`src/rtl/core_pkg.sv`:
```
// Shared core definitions: result-source codes and register-file geometry.
// Used by the writeback result queue and its storage array.
package core_pkg;

    localparam int REG_AW = 5;

    typedef enum logic [1:0] {
        RS_ALU = 2'b00,
        RS_MEM = 2'b01,
        RS_PC4 = 2'b10,
        RS_RSV = 2'b11
    } rs_e;

    // Only the memory and PC+4 sources produce a register writeback.
    function automatic logic is_wb_src(input logic [1:0] src);
        return src[1] ^ src[0];
    endfunction

endpackage

```
`src/rtl/wb_result_queue_mem.sv`:
```
// Storage array for the writeback queue: one synchronous write port,
// one asynchronous read port, cleared on reset so reads are never X.
module wb_fifo_mem #(
    parameter int DEPTH = 4,
    parameter int DW    = 37,
    localparam int IW   = $clog2(DEPTH)
) (
    input  logic          clk,
    input  logic          reset,
    input  logic          we,
    input  logic [IW-1:0] waddr,
    input  logic [DW-1:0] wdata,
    input  logic [IW-1:0] raddr,
    output logic [DW-1:0] rdata
);

    logic [DW-1:0] mem [DEPTH];

    always_ff @(posedge clk or posedge reset) begin
        if (reset) begin
            for (int i = 0; i < DEPTH; i++) begin
                mem[i] <= '0;
            end
        end else if (we) begin
            mem[waddr] <= wdata;
        end
    end

    assign rdata = mem[raddr];

endmodule

```
`src/rtl/wb_result_queue.sv`:
```
// Writeback result queue: filters results by source, buffers them and
// drains one entry per register-file write, holding the last retired value.
module wb_result_queue
    import core_pkg::*;
#(
    parameter int WIDTH = 32,
    parameter int AW    = REG_AW,
    parameter int DEPTH = 4,
    localparam int IW   = $clog2(DEPTH),
    localparam int PW   = IW + 1
) (
    input  logic             clk,
    input  logic             reset,
    input  logic             in_valid,
    output logic             in_ready,
    input  logic [WIDTH-1:0] in_result,
    input  logic [AW-1:0]    in_rd,
    input  logic [1:0]       in_src,
    output logic             rf_we,
    output logic [AW-1:0]    rf_wa,
    output logic [WIDTH-1:0] rf_wd,
    input  logic             rf_ready,
    output logic [WIDTH-1:0] held_result,
    output logic [PW-1:0]    count,
    output logic [7:0]       drop_cnt
);

    localparam logic [PW-1:0] FULL = PW'(DEPTH);

    logic [PW-1:0]       wr_ptr;
    logic [PW-1:0]       rd_ptr;
    logic                push;
    logic                store;
    logic                pop;
    logic [AW+WIDTH-1:0] head;

    // Pointers carry one extra wrap bit, so their difference is occupancy.
    assign count    = wr_ptr - rd_ptr;
    assign in_ready = (count != FULL);
    assign rf_we    = (count != '0);

    assign push  = in_valid && in_ready;
    assign store = push && is_wb_src(in_src) && (in_rd != '0);
    assign pop   = rf_we && rf_ready;

    assign {rf_wa, rf_wd} = head;

    wb_fifo_mem #(
        .DEPTH (DEPTH),
        .DW    (AW + WIDTH)
    ) u_mem (
        .clk   (clk),
        .reset (reset),
        .we    (store),
        .waddr (wr_ptr[IW-1:0]),
        .wdata ({in_rd, in_result}),
        .raddr (rd_ptr[IW-1:0]),
        .rdata (head)
    );

    always_ff @(posedge clk or posedge reset) begin
        if (reset) begin
            wr_ptr      <= '0;
            rd_ptr      <= '0;
            held_result <= '0;
            drop_cnt    <= '0;
        end else begin
            if (store) begin
                wr_ptr <= wr_ptr + 1'b1;
            end
            if (pop) begin
                rd_ptr      <= rd_ptr + 1'b1;
                held_result <= rf_wd;
            end
            if (push && !store && (drop_cnt != 8'hFF)) begin
                drop_cnt <= drop_cnt + 8'd1;
            end
        end
    end

endmodule

```
`config.mk`:
```
export PLATFORM = sky130hd
export DESIGN_NAME = wb_result_queue
export DESIGN_NICKNAME = d
export VERILOG_FILES = /design/src/rtl/core_pkg.sv /design/src/rtl/wb_result_queue_mem.sv /design/src/rtl/wb_result_queue.sv
export SDC_FILE = /design/constraint.sdc
export NUM_CORES = 1
export LEC_CHECK = 0
export CORE_ASPECT_RATIO = 0.8
export CORE_MARGIN = 4
export CORE_UTILIZATION = 59
export DETAILED_ROUTE_END_ITERATION = 10
export GPL_TIMING_DRIVEN = 0
export PLACE_DENSITY = 0.86
export SYNTH_ARGS = -nofsm -noshare
export SYNTH_HDL_FRONTEND = slang
export SYNTH_SLANG_ARGS = --single-unit
```
`constraint.sdc`:
```
create_clock -name clk -period 14.35 [get_ports clk]
set_input_delay 1.435 -clock clk [delete_from_list [all_inputs] [get_ports clk]]
set_output_delay 1.435 -clock clk [all_outputs]
set_load 0.01 [all_outputs]
```
Yosys cells after proc, flatten, opt, wreduce, memory -nomap -nowiden
Cells that the tools add are included.
{"block": "op_classes", "add_sub_neg": 4, "order_cmp": 3, "eq_ne": 2, "mux": 6, "n_bitwise": 3, "n_reduce_logical": 10}
{"cell": "148-bit bitwise mux", "n": 1}
{"cell": "37-bit two-way mux", "n": 3}
{"cell": "37-bit binary-select mux with 2-bit select", "n": 1}
{"cell": "37-bit demux with 2-bit select", "n": 1}
{"cell": "8-bit by 1-bit adder with 8-bit output, second input constant", "n": 1}
{"cell": "8-bit != test, second input constant", "n": 1}
{"cell": "1-bit logical AND", "n": 7}
{"cell": "3-bit by 1-bit adder with 3-bit output, second input constant", "n": 2}
{"cell": "3-bit greater-or-equal comparator, second input constant", "n": 2}
{"cell": "2-bit inverter with 3-bit output", "n": 2}
{"cell": "5-bit nonzero test", "n": 1}
{"cell": "3-bit by 1-bit < comparator with 1-bit output, second input constant", "n": 1}
{"cell": "3-bit != test, second input constant", "n": 1}
{"cell": "3-bit nonzero test", "n": 1}
{"cell": "3-bit subtractor", "n": 1}
{"cell": "1-bit zero test", "n": 1}
{"cell": "1-bit bitwise XOR", "n": 1}
{"block": "word_totals", "reg_bits": 194, "input_bits": 43, "output_inout_bits": 82, "elab_cells": 36}

Longest topological paths before layout
Gate-level depths: netlist of the first run.
{"block": "depth", "word_depth": 8, "depth_mapped": 9, "ltp_nobuf": 7}

Modules after synthesis
Synthesis of the first run repeated with hierarchy kept, for this count alone.
{"block": "hier_totals", "hier_cells": 497, "hier_area_um2": 8911.0}
{"module": "wb_fifo_mem", "n_inst": 1, "cells_each": 361, "area_each_um2": 6927.9, "seq_area_each_um2": 3703.6}
{"module": "wb_result_queue", "n_inst": 1, "cells_each": 136, "area_each_um2": 1983.2, "seq_area_each_um2": 1151.1}

Worst setup path after synthesis of the first run
OpenSTA, ideal clock, no wires.
{"block": "synth_timing", "path_type": "reg2out", "start": "register rd_ptr[1]", "end": "output rf_wa[0]", "arrival_time_ps": 1834, "required_time_ps": 12915, "setup_slack_ps": 11081, "stages_incl_launch_ff": 5, "path_buffers": 3, "path_cell_list": "dfrtp_1 buf_2 buf_2 buf_2 mux4_2"}
{"block": "synth_via", "elab_chain_len": 4}
{"item": "start: declaration", "line_no": "wb_result_queue.sv:31", "text": "logic [PW-1:0] rd_ptr;"}
{"item": "start signal: assignment", "line_no": "wb_result_queue.sv:72", "text": "rd_ptr <= rd_ptr + 1'b1;"}
{"item": "2-bit inverter with 3-bit output (implied by the code)", "line_no": "wb_result_queue_mem.sv:29", "text": "assign rdata = mem[raddr];"}
{"item": "37-bit binary-select mux with 2-bit select", "line_no": "wb_result_queue_mem.sv:29"}
{"item": "37-bit two-way mux (implied by the code) (2 in a row)", "line_no": "wb_result_queue_mem.sv:29"}
{"item": "end: declaration", "line_no": "wb_result_queue.sv:20", "text": "output logic [AW-1:0] rf_wa,"}
Every way passes these cells. The select of a mux whose other input is x is not followed.

Worst setup path in the final report of the first run
{"block": "layout_timing", "start": "register rd_ptr[1]", "end": "output rf_wa[2]"}
The elaborated chain is that of the path after synthesis.

==> results of run 1 <==
## routing by layer
layer / routed length, µm / global-route usage, %
met5: 0 / 0
met4: 129 / 4.58
met3: 1010 / 6.18
met2: 8660 / 36.2
met1: 8310 / 32.9
## synth_stat cells (2+ instances only)
master | instances | area [µm²]
dfrtp_1 | 194 | 4850
mux2_2 | 120 | 1350
mux2_4 | 60 | 901
mux4_2 | 37 | 833
buf_2 | 10 | 50.1
buf_6 | 10 | 113
inv_1 | 10 | 37.5
xor2_1 | 8 | 70.1
ha_1 | 7 | 87.6
nand3_1 | 7 | 35.0
clkbuf_1 | 4 | 15.0
mux2_1 | 4 | 45.0
nor2_1 | 4 | 15.0
nand2_1 | 3 | 11.3
nor3_4 | 3 | 48.8
nor4_1 | 3 | 18.8
xnor2_1 | 3 | 26.3
nor3_1 | 2 | 10.0
nor4b_1 | 2 | 17.5
## layout make-up
type	instances	area (µm²)	area share [%]
timing repair buffer	125	1270	11.8
buffer	25	181	1.68
inverter	10	45.0	0.418
tap	184	230	2.14
sequential	194	4850	45.0
multi-input combinational	273	3600	33.4
clock inverter	13	159	1.47
clock buffer	19	443	4.11
## where the power goes
part	internal [mW]	switching, mW
Clock	0.279	0.205
Combinational	0.845	0.531
Sequential	0.825	0.158
Total	1.95	0.893
## registers in the layout, summed over array words and instances, names as in the netlist
signal,flops
drop_cnt,8
rd_ptr,3
held_result,32
u_mem.mem,148
wr_ptr,3
## metrics by stage
stage	worst slack, ns	utilization [%]
final	9.71	75.1
after global routing	9.53	75.1
after CTS	9.65	75.1
after detailed placement	10.13	70.9
after global placement	5.67	70.7
after floorplan	7.63	-
## kinds of logic (layout without fill, tap and decap cells)
logic type	count (synthesis)	count (layout)	share of synthesized area [%]
and+or+nand+nor	28	28	2.19
DFF	194	194	56.0
AOI/OAI and AO/OA	4	4	0.577
xor gates and xnor gates	12	12	1.39
muxes	221	221	36.1
buffers and inverters	35	192	2.52
adders and majority gates	8	8	1.24
## worst register-to-register path: cells and delay by family, from the launching register on
| family | cells | cell delay (ns) |
|---|---|---|
| DFF | 1 | 0.41 |
| AOI/OAI and AO/OA | 1 | 0.11 |
| adders and majority gates | 2 | 0.66 |
| buffers and inverters | 4 | 0.77 |
| muxes | 1 | 0.33 |
| and+or+nand+nor | 1 | 0.57 |
## worst max-delay path by stage
stage | to | cells after the start
6_report | rf_wa[2] | 5
5_1_grt | rf_wa[2] | 5
3_3_place_gp | drop_cnt[1]$_DFFE_PP0P_ | 2
4_1_cts | rf_wa[2] | 5
3_5_place_dp | rf_wa[2] | 5
2_1_floorplan | drop_cnt[0]$_DFFE_PP0P_ | 1
==> results.py, run 1 <==
metrics = {
    "outcome": {
        "outcome": "complete, no violations",
    },
    "routing": {
        "post_drt_wl_per_cell_um": 21.5,
        "via_per_inst": 5.77,
        "ant_nets": 0,
        "first_pass_iters": 4,
        "wl_mm": 18.1,
        "drcViolationCount": 0,
        "vias": 4867,
        "drtIter0Drc": 284,
    },
    "yosys": {
        "yosysWarnings": 0,
        "synth-edff-count": 0,
        "yosys_most_used_dff": "dfrtp_1",
        "syn_avg_cell_area_um2": 17.3,
        "synth.distinct_cells": 30,
        "postSynthCellCount": 502,
        "async_flop_share_pct": 100,
        "syn_area_um2": 8670,
        "syn-num-nets": 553,
        "synth_seq_area_share_pct": 56.0,
        "ys_seq_elements": 194,
    },
    "cts": {
        "numCtsBuffers": 17,
        "clkSlewWorstSetupHoldPaths_ns": 0.07,
        "cts_num_sinks": 194,
        "postCtsSetupBuffers": 0,
        "cts_max_level": 4,
        "cts_resized": 0,
        "cts_buffer_depth": 2,
        "cts_hold_buf": 0,
        "clk-insertion-delay-late_ns": 0.42,
        "cts-root-buf": "clkbuf_16",
        "cts_tree": "yes",
    },
    "layout": {
        "area_delta_synth_final_pct": 24.3,
        "layout_common_cells": "194 x dfrtp_1, 124 x clkdlybuf4s50_1, 120 x mux2_2",
        "fin_nets": 697,
        "final_layout_size_suffix_gt1_share_pct": 42.2,
        "diodes": 0,
        "final_area_um2": 10800,
        "fill_cells": 855,
        "instances_no_fill": 843,
        "final_common_cell": "dfrtp_1",
    },
    "grt": {
        "grt_pass1_vias": 5311,
        "grt_pass1_wl_mm": 29.1,
        "antenna_found_initial": 0,
        "grt_overflow_total": 0,
        "grt_usage_pct": 22.9,
        "grt_start_max_net_pins": 121,
    },
    "floorplan": {
        "die_height_um": 116,
        "fp.coreArea_um2": 14300,
        "start_util_pct": 60.4,
        "num_io_pins": 125,
        "num_rows": 39,
        "die_w_um": 144,
        "die-area_um2": 16700,
    },
    "placement": {
        "place_inst": 811,
        "gp_congestion": 0.774,
        "place_area_um2": 10200,
        "hpwl_mm": 12.1,
        "io_buffers": 124,
    },
    "worst_setup_path": {
        "r2r_setup_slack_ns": 11.39,
        "critPathSlowestCell": "mux4_2",
        "worstReg2RegStart": "wr_ptr[0]$_DFFE_PP0P_",
        "reg2reg_to": "u_mem.mem[94]$_DFFE_PP0P_",
        "cp.buffers_inverters": 4,
        "crit_path_end_kind": "primary output",
        "critPathRequiredTime_ns": 12.91,
        "crit_arrival_ns": 3.20,
        "critPathTopFamily": "buffers and inverters",
        "crit_start": "rd_ptr[1]$_DFFE_PP0P_",
        "worstSetupPathType": "register to primary output",
        "rr_worst_depth": 9,
        "slowest_delay_ns": 0.60,
        "worstPathCellList": "buf_2 -> buf_2 -> buf_2 -> mux4_2 -> clkdlybuf4s50_1",
        "crit_fanout": 10,
        "start_kind": "register",
        "crit_top_cell": "buf_2",
    },
    "worst_hold_path": {
        "hp-class": "register to register",
        "min_path_cells": 1,
        "holdCritStartpoint": "wr_ptr[2]$_DFFE_PP0P_",
        "min_to": "wr_ptr[2]$_DFFE_PP0P_",
    },
    "pwr": {
        "peakVddDrop_mv": 0.179,
        "p_leak_nw": 4.61,
        "design_power_total_mw": 2.84,
        "p_per_area_nw_per_um2": 264,
    },
    "timing": {
        "whs_ns": 0.477,
        "fin_worst_skew_ns": 0.00746,
        "fin_crit_ns": 4.64,
        "tns_ns": 0,
        "period_share_pct": 32.3,
        "slew-limit-headroom_pct": 37.1,
        "final-hold-violation-count": 0,
        "rsz0062_at_grt": "no",
        "slew_violations": 0,
        "setup_viol": 0,
        "max_freq_mhz": 216,
        "worst_slew_pin_slew_ns": 0.944,
    },
    "run": {
        "cap_violations": 0,
    },
}
Power figures use the tool's default switching activity.
==> run 2, diff against run 1 <==
Settings changed: CORE_UTILIZATION 59 to 49, PLACE_DENSITY 0.86 to 0.76.
Clock period 14.35 ns to 3.8 ns, I/O delays scaled along.
==> run 2 against run 1 <==
Net effect:
- flip-flop and latch count is the same
- combinational power grew to 3.8 times the previous value
- routed wire length up 3.4%
- register-to-register slack worse by 11 ns
- via count rose by 0.31%
- cell count rose by 5.3%
- non-clock buffer count increased by 4
- sequential share of layout area shrank 0.49 points
- clock skew rose by 0.0014 ns
- die area grew 19%
- utilization fell by 12 points
- global-route usage is 3.1 points lower
- largest power group unchanged
==> results.py, run 2 (synthesis gave the netlist of run 1 again) <==
metrics = {
    "outcome": {
        "outcome": "complete, no violations",
    },
    "worst_setup_path": {
        "crit_arrival_ns": 3.15,
        "r2r_setup_slack_ns": 0.79,
        "crit_path_end_kind": "primary output",
        "crit_start": "rd_ptr[1]$_DFFE_PP0P_",
        "reg2reg_to": "u_mem.mem[98]$_DFFE_PP0P_",
        "worstSetupPathType": "register to primary output",
        "rr_worst_depth": 9,
        "worstReg2RegStart": "wr_ptr[0]$_DFFE_PP0P_",
        "critPathRequiredTime_ns": 3.42,
        "crit_fanout": 10,
        "start_kind": "register",
    },
    "cts": {
        "cts_num_sinks": 194,
        "clkSlewWorstSetupHoldPaths_ns": 0.07,
        "cts-root-buf": "clkbuf_16",
        "numCtsBuffers": 17,
        "clk-insertion-delay-late_ns": 0.42,
        "cts_max_level": 4,
        "cts_tree": "yes",
        "cts_buffer_depth": 2,
        "cts_hold_buf": 0,
    },
    "timing": {
        "period_share_pct": 92.8,
        "slew-limit-headroom_pct": 36.1,
        "fin_worst_skew_ns": 0.00883,
        "max_freq_mhz": 284,
        "final-hold-violation-count": 0,
        "fin_crit_ns": 3.53,
        "worst_slew_pin_slew_ns": 0.959,
        "whs_ns": 0.307,
        "rsz0062_at_grt": "no",
        "setup_viol": 0,
        "slew_violations": 0,
    },
    "grt": {
        "grt_pass1_vias": 5479,
        "grt_overflow_total": 0,
        "grt_usage_pct": 19.9,
        "grt_start_max_net_pins": 46,
        "grt_pass1_wl_mm": 30.4,
        "antenna_found_initial": 0,
    },
    "placement": {
        "gp_congestion": 0.771,
        "hpwl_mm": 13.0,
        "io_buffers": 124,
        "place_area_um2": 10300,
    },
    "floorplan": {
        "fp.coreArea_um2": 17400,
        "die-area_um2": 19900,
        "die_w_um": 157,
        "num_io_pins": 125,
        "die_height_um": 127,
        "num_rows": 43,
        "start_util_pct": 49.9,
    },
    "layout": {
        "reg_top3": "u_mem.mem: 148 flops, held_result: 32 flops, drop_cnt: 8 flops",
        "layout_common_cells": "194 x dfrtp_1, 124 x clkdlybuf4s50_1, 120 x mux2_2",
        "final_layout_size_suffix_gt1_share_pct": 42.2,
        "largest_reg_flops": 148,
        "final_area_um2": 10900,
        "area_delta_synth_final_pct": 25.7,
        "fin_nets": 701,
        "final_common_cell": "dfrtp_1",
        "top_register": "u_mem.mem",
        "diodes": 0,
    },
    "pwr": {
        "peakVddDrop_mv": 0.452,
        "p_leak_nw": 4.64,
        "p_per_area_nw_per_um2": 983,
    },
    "run": {
        "cap_violations": 0,
    },
    "routing": {
        "post_drt_wl_per_cell_um": 21.1,
        "vias": 4882,
        "first_pass_iters": 4,
        "drtIter0Drc": 273,
        "drcViolationCount": 0,
        "ant_nets": 0,
        "via_per_inst": 5.50,
        "wl_mm": 18.7,
    },
    "worst_hold_path": {
        "hp-class": "input port to async pin",
    },
}
run 2: cell count changes in the layout (fill, tap and decap cells not counted), sizes merged:
cell | previous run | this run
clkbuf | 23 | 29
buf | 22 | 25
clkinv | 5 | 2
inv | 12 | 10
bufinv | 3 | 2
clkdlybuf4s15 | 0 | 1
run 2: through the flow:
step	setup slack (ns)	utilization, %	power (mW)	setup TNS (ns)	std cells
global route	0.0151	62.7	11.3	0	888
detailed placement	0.609	59.3	8.98	0	856
floorplan	0.916	-	6.82	0	502
CTS	0.136	62.7	10.8	0	888
global placement	-0.467	58.7	8.74	-86.90	851
finish	0.273	62.7	10.7	0	888
run 2: how the worst max path moves through the flow:
stage / endpoint / cells after the start
floorplan: drop_cnt[0]$_DFFE_PP0P_ / 1
global placement: u_mem.mem[95]$_DFFE_PP0P_ / 2
detailed placement: rf_wa[4] / 4
CTS: rf_wa[4] / 4
global route: rf_wa[2] / 5
finish: rf_wa[2] / 5
run 2: cell type report:
cell class / instances / area (µm²)
Clock inverter: 7 / 97.6
Tap cell: 225 / 282
Inverter: 10 / 41.3
Sequential cell: 194 / 4850
Clock buffer: 25 / 495
Buffer: 25 / 189
Fill cell: 1269 / 6480
Multi-Input combinational cell: 273 / 3600
Timing Repair Buffer: 129 / 1340
run 2: timing repair:
item | CTS | global route
resized for setup | 0 | 3
endpoints found under the setup margin | 0 | 1
setup buffers | 0 | 0
run 2: where the power goes:
group / leakage (nW) / switching [mW] / total (mW) / internal, mW
clock: 0.284 / 0.771 / 1.82 / 1.04
sequential: 2.34 / 0.584 / 3.70 / 3.12
combinational: 2.01 / 1.99 / 5.19 / 3.20
total: 4.64 / 3.35 / 10.7 / 7.37
run 2: routing by layer:
metal,part of all wire (%),global-route usage [%]
met1,46,27.8
met2,49,31.7
met3,3.8,3.89
met4,1.3,6.38
met5,0,0
run 2: critical path: stages, from the launching register on:
cell and delay (ns):
dfrtp_1 0.46, buf_2 0.36, buf_2 0.41, buf_2 0.40, mux4_2 0.59, clkdlybuf4s50_1 0.50
